===== src/rtl/mem_responder_if.sv =====
// Memory-port bundle between the memory controller (master) and the on-chip responder (slave).
// Strobes and addresses flow master->slave; registered read data and status flow back.
`ifndef DATA_WIDTH
`define DATA_WIDTH 16
`endif

interface mem_responder_if;
    logic                   mem_r_en;
    logic [`DATA_WIDTH-1:0] mem_r_addr;
    logic                   mem_w_en;
    logic [`DATA_WIDTH-1:0] mem_w_addr;
    logic [`DATA_WIDTH-1:0] mem_w_data;
    logic [`DATA_WIDTH-1:0] mem_r_data;
    logic                   o_ready;
    logic                   o_r_valid;
    logic                   o_err;

    modport master (
        output mem_r_en, mem_r_addr, mem_w_en, mem_w_addr, mem_w_data,
        input  mem_r_data, o_ready, o_r_valid, o_err
    );

    modport slave (
        input  mem_r_en, mem_r_addr, mem_w_en, mem_w_addr, mem_w_data,
        output mem_r_data, o_ready, o_r_valid, o_err
    );
endinterface


===== src/rtl/mem_responder.sv =====
// On-chip word RAM responder: zeroes all words after reset, then serves reads (1-cycle, registered)
// and writes every cycle with no backpressure; write-first bypass on same-index read/write.
`ifndef DATA_WIDTH
`define DATA_WIDTH 16
`endif

module mem_responder #(
    parameter int ADDR_BITS = 8
) (
    input logic           clk,
    input logic           rst,
    mem_responder_if.slave mem
);
    localparam int DW    = `DATA_WIDTH;
    localparam int DEPTH = 1 << ADDR_BITS;

    typedef enum logic {INIT, READY} state_t;

    state_t                 state_q;
    logic [ADDR_BITS-1:0]   cnt_q;
    logic [DW-1:0]          r_data_q;
    logic                   ready_q;
    logic                   r_valid_q;
    logic                   err_q;
    logic [DW-1:0]          ram_q [DEPTH];

    logic                   r_in_range;
    logic                   w_in_range;
    logic [ADDR_BITS-1:0]   r_idx;
    logic [ADDR_BITS-1:0]   w_idx;
    logic                   bypass;
    logic [DW-1:0]          r_word;

    assign r_in_range = (mem.mem_r_addr >> ADDR_BITS) == '0;
    assign w_in_range = (mem.mem_w_addr >> ADDR_BITS) == '0;
    assign r_idx      = mem.mem_r_addr[ADDR_BITS-1:0];
    assign w_idx      = mem.mem_w_addr[ADDR_BITS-1:0];
    // Same-index write in the same cycle wins over the stored word.
    assign bypass     = mem.mem_w_en && w_in_range && (w_idx == r_idx);
    assign r_word     = bypass ? mem.mem_w_data : ram_q[r_idx];

    // Storage has no reset; the INIT sweep is what clears it.
    always_ff @(posedge clk) begin
        if (state_q == INIT) begin
            ram_q[cnt_q] <= '0;
        end else if (mem.mem_w_en && w_in_range) begin
            ram_q[w_idx] <= mem.mem_w_data;
        end
    end

    always_ff @(posedge clk or posedge rst) begin
        if (rst) begin
            state_q   <= INIT;
            cnt_q     <= '0;
            r_data_q  <= '0;
            ready_q   <= 1'b0;
            r_valid_q <= 1'b0;
            err_q     <= 1'b0;
        end else begin
            case (state_q)
                INIT: begin
                    cnt_q     <= cnt_q + 1'b1;
                    r_valid_q <= 1'b0;
                    err_q     <= 1'b0;
                    if (cnt_q == ADDR_BITS'(DEPTH - 1)) begin
                        state_q <= READY;
                        ready_q <= 1'b1;
                    end
                end
                READY: begin
                    r_valid_q <= mem.mem_r_en;
                    err_q     <= (mem.mem_r_en && !r_in_range) ||
                                 (mem.mem_w_en && !w_in_range);
                    if (mem.mem_r_en) begin
                        r_data_q <= r_in_range ? r_word : '0;
                    end
                end
                default: state_q <= INIT;
            endcase
        end
    end

    assign mem.mem_r_data = r_data_q;
    assign mem.o_ready    = ready_q;
    assign mem.o_r_valid  = r_valid_q;
    assign mem.o_err      = err_q;
endmodule


===== src/flat_wrapper.sv =====
// flat-port wrapper written by rule: the top's interface ports become plain ports
module mem_responder_flat 
#(
    parameter int ADDR_BITS = 8
)
  (clk, rst, mem_mem_r_en, mem_mem_r_addr, mem_mem_w_en, mem_mem_w_addr, mem_mem_w_data, mem_mem_r_data, mem_o_ready, mem_o_r_valid, mem_o_err);
  mem_responder_if mem_i ();
  input logic clk;
  input logic rst;
  input wire logic [$bits(mem_i.mem_r_en)-1:0] mem_mem_r_en;
  input wire logic [$bits(mem_i.mem_r_addr)-1:0] mem_mem_r_addr;
  input wire logic [$bits(mem_i.mem_w_en)-1:0] mem_mem_w_en;
  input wire logic [$bits(mem_i.mem_w_addr)-1:0] mem_mem_w_addr;
  input wire logic [$bits(mem_i.mem_w_data)-1:0] mem_mem_w_data;
  output wire logic [$bits(mem_i.mem_r_data)-1:0] mem_mem_r_data;
  output wire logic [$bits(mem_i.o_ready)-1:0] mem_o_ready;
  output wire logic [$bits(mem_i.o_r_valid)-1:0] mem_o_r_valid;
  output wire logic [$bits(mem_i.o_err)-1:0] mem_o_err;
  assign mem_i.mem_r_en = mem_mem_r_en;
  assign mem_i.mem_r_addr = mem_mem_r_addr;
  assign mem_i.mem_w_en = mem_mem_w_en;
  assign mem_i.mem_w_addr = mem_mem_w_addr;
  assign mem_i.mem_w_data = mem_mem_w_data;
  assign mem_mem_r_data = mem_i.mem_r_data;
  assign mem_o_ready = mem_i.o_ready;
  assign mem_o_r_valid = mem_i.o_r_valid;
  assign mem_o_err = mem_i.o_err;
  mem_responder #(.ADDR_BITS(ADDR_BITS)) u_core (.clk(clk), .rst(rst), .mem(mem_i));
endmodule

===== config.mk =====
export PLATFORM = sky130hd
export DESIGN_NAME = mem_responder_flat
export DESIGN_NICKNAME = d
export VERILOG_FILES = /design/src/rtl/mem_responder_if.sv /design/src/rtl/mem_responder.sv /design/src/flat_wrapper.sv
export SDC_FILE = /design/constraint.sdc
export NUM_CORES = 2
export LEC_CHECK = 0
export ABC_AREA = 1
export BUFFER_PORTS_ARGS = -buffer_cell sky130_fd_sc_hd__buf_2
export CORE_UTILIZATION = 30
export CTS_BUF_LIST = sky130_fd_sc_hd__clkbuf_4
export CTS_CLUSTER_SIZE = 28
export DETAILED_ROUTE_END_ITERATION = 10
export PLACE_DENSITY = 0.43
export SLEW_MARGIN = 15
export SYNTH_ARGS = -nofsm -noshare
export SYNTH_HDL_FRONTEND = slang
export SYNTH_SLANG_ARGS = --single-unit

===== constraint.sdc =====
create_clock -name clk -period 22.4 [get_ports clk]
set_input_delay 4.48 -clock clk [delete_from_list [all_inputs] [get_ports clk]]
set_output_delay 4.48 -clock clk [all_outputs]
set_load 0.005 [all_outputs]

==> results summary <==
The final max-slew violation count was 0. The count of mapped cells out of synthesis is 13800. The source of the critical timing path is mem_mem_r_addr[0]. The global routing met3 resource utilization came out at 4.59%. The final standard cell utilization of the core came out at 34.4%.

The final weighted congestion of routability-driven global placement is 0.790. In this run the critical register-to-register path is launched from u_core.state_q. The via count of the first global-routing pass is 108000. The floorplan has 272 rows. The share of flip-flops with an asynchronous set or reset is 0.679%. The clock latency at the later pin of the worst-skew pair is 1.83 ns.

The number of fill cells came out at 55000. The top cell type by area accounts for 74.2% of the synthesized area. STA classifies the critical path endpoint as a flop. The post-route antenna net violation count is 0.

The netlist area before placement is 0.166 sq mm. The count of endpoints failing setup in the final report is 0. The HPWL after detailed placement is 311000 um.

STA puts the critical path data required time at 24.12 ns. The worst hold path begins at u_core.mem.o_ready. The final route contains 113000 vias.

For this run, the total global-route usage over all layers was measured as 20.3%. The most frequent cell after synthesis is nand2_1. The slew at the pin with the worst max-slew slack came out at 1.30 ns.

The average size of a mapped cell came out at 12.0 sq um. The pin count of the biggest net entering global routing came out at 194. The initial utilization of the core area, before any placement, comes to 30.2%.

The final wirelength is 577000 um. In this run the number of H-tree levels came out at 7. Setup repair after global routing left no endpoint under its margin.

The area of all placed cells without fillers is 0.189 sq mm. For met2 alone, demand over resource in global routing was 30.8%. In this run the tool buffered the top-level ports with 70 buffer cells. The number of maximum-capacitance violations is 0. The summed negative setup slack over all endpoints came out at 0 ns. The first-pass GRT wire length came out at 816000 um.

The most used routing layer in global routing is met2. The post-route fraction of the period consumed by the critical path is 39.5%. STA classifies the critical path startpoint as an input port.

The number of I/O pins is 71. The largest total area in the synthesized netlist belongs to edfxtp_1. The highest clock rate came out at 113 MHz. Overall power consumption after layout is estimated at 15.7 mW. The CTS tree is yes.

The instance area after placement is 0.176 sq mm. From synthesis to final layout, the design area changed by 14.2%. The via count normalized by instance count is 5.00. Of the synthesized area, sequential elements account for 74.6%. The number of clock sinks seen by CTS came out at 4124. The most frequently used flop master after synthesis is edfxtp_1. The hold violation count in the final report came out at 0. The critical path class is in2reg. The die boundary height is 745 um. The worst slew margin relative to its limit came out at 13.1%.

The number of setup buffers added after CTS is 0. The number of hold buffers added after CTS came out at 0. Along the worst path, the maximum fanout reaches 113.

The clock transition at the register clock pins on the worst setup and hold paths after CTS is 0.06 ns. The number of violations reported at the end of detailed-routing iteration 0 is 11700. The power density of the placed cells is 83.1 mW/mm^2. The post-cts sizing count is 0.

CTS placed an instance of clkbuf_4 at the clock tree root. The static power due to leakage came out at 70.6 nW. Counting the buffers created by CTS gives 1171. The synthesized flop and latch total is 4124. The fraction of final layout cells sized beyond drive strength 1 is 16.0%. The number of different library cells in the post-synthesis netlist is 34. The core region is 0.550 sq mm. The total number of yosys warnings came out at 0.

In the post-synthesis netlist, the biggest area contributors are edfxtp_1, nand3_1, nand2_1, clkbuf_1, nor2_1. Subtracting the final worst setup slack from the clock period gives 8.86 ns. The routed length per instance is 25.6 um. The remaining global-route overflow is 0. The path class of the tightest hold or removal check is reg2reg. The met1 routing resource usage after global routing came out at 29.1%. The number of nets at the end of the flow came out at 14600. The worst supply voltage drop on vdd is 51.7 uV.

For the final database, setup skew stands at 0.156 ns. The flow ran to the end, and the final reports show no timing, DRC or antenna violations. The post-route DRC violation count came out at 0. At the worst endpoint, the arrival time is 10.58 ns. In this run the deepest clock path goes through 5 buffers. The die width is 745 um. The commonest cells after synthesis are nand2_1, edfxtp_1, nand3_1. The number of iterations in the first detailed-routing pass is 6. The synthesized design contains 4096 enable-type register cells. The area of the die came out at 0.556 sq mm. The initial antenna violation count is 52.

The synthesized net count came out at 13900.
[placed cells by master, fill, tap and decap left out, types with 2 or more instances in the layout]
master     instances
buf_4            426
or2_2              3
edfxtp_1        4096
diode_2           28
inv_4              2
xor2_1             8
inv_8              4
nor3_2             2
o21ai_0           19
buf_8              3
nand2_2           14
nor4_1             3
buf_12            22
nor3_1             4
nor2_2            88
clkbuf_4        1712
nand3_4           12
inv_2             36
xnor2_1            3
nand3_2            5
nand4_1            4
clkinv_2          10
nand2_1         4216
or4_1              2
o21ai_2            7
nand3_1         4067
dfrtp_1           28
nor2_4            26
nor2_1           174
bufinv_16          4
nor2_8             4
buf_2             64
clkinv_1         124
inv_1             50
[layer usage]
metal	up-vias	part of all wire [%]
li1	51400	-
met1	56600	46
met2	4093	45
met3	660	7.1
met4	0	2.0
met5	-	0
[worst paths after layout]
check	slack [ns]	end	cells after the start
max	13.54	u_core.mem.mem_r_data[4]	18
min	0.47	u_core.mem.o_ready	1
max reg2reg	16.46	u_core.ram_q[14][3]	9
min reg2reg	0.47	u_core.mem.o_ready	1
max in group asynchronous	18.84	u_core.mem.mem_r_data[6]	3
min in group asynchronous	2.87	u_core.mem.o_ready	3
[where the power goes]
group / internal [mW] / switching [mW]
registers: 8.35 / 0
logic: 0.165 / 0.575
clock network: 3.50 / 3.13
total: 12.0 / 3.71
[registers in the layout (all words and copies together) (netlist names)]
| register | count |
|---|---|
| u_core.mem.o_r_valid | 1 |
| u_core.ram_q | 4096 |
| u_core.mem.mem_r_data | 16 |
| u_core.cnt_q | 8 |
| u_core.mem.o_err | 1 |
| u_core.mem.o_ready | 1 |
| u_core.state_q | 1 |
[metrics by stage]
stage	hold slack [ns]	cells	setup WS, ns
floorplan	0.442	13800	9.50
global placement	0.456	20600	11.82
detailed placement	0.460	20600	11.93
CTS	0.473	22500	13.95
global route	0.495	22500	13.53
finish	0.469	22500	13.54
[worst max-delay path: stages]
cell and delay, ns:
buf_12 0.17, inv_8 0.67, buf_4 0.69, buf_4 0.81
buf_4 0.83, buf_4 0.79, nand2_1 0.11, nand3_1 0.11
nand3_1 0.09, nand3_1 0.11, nand3_1 0.10, nand3_1 0.11
nand3_1 0.30, nand3_1 0.38, nand2_1 0.11, nand2_1 0.07
nand2_1 0.06, nand2_1 0.07
[logic make-up (layout without fill, tap and decap cells)]
| logic type | count (synthesis) | after routing | share of synthesized area (%) |
|---|---|---|---|
| simple gates | 8625 | 8625 | 22.8 |
| fa+ha+maj | 1 | 1 | 0.00755 |
| xor+xnor | 11 | 11 | 0.0581 |
| buf+inv | 1011 | 2459 | 2.44 |
| other cells | 0 | 28 | 0 |
| flops | 4124 | 4124 | 74.6 |
| compound gates | 29 | 29 | 0.112 |
[cell type report]
class                   instances  area [sq um]  area share [%]
flip-flops and latches       4124        124000            65.4
clock inverters               162           724           0.383
repair buffers                516          4020            2.12
clock buffers                1712         12900            6.79
inverters                      69           300           0.159
multi-input cells            8666         38500            20.4
diodes                         28          70.1          0.0370
well taps                    7261          9080            4.80
(Power assumes the default switching activity.)
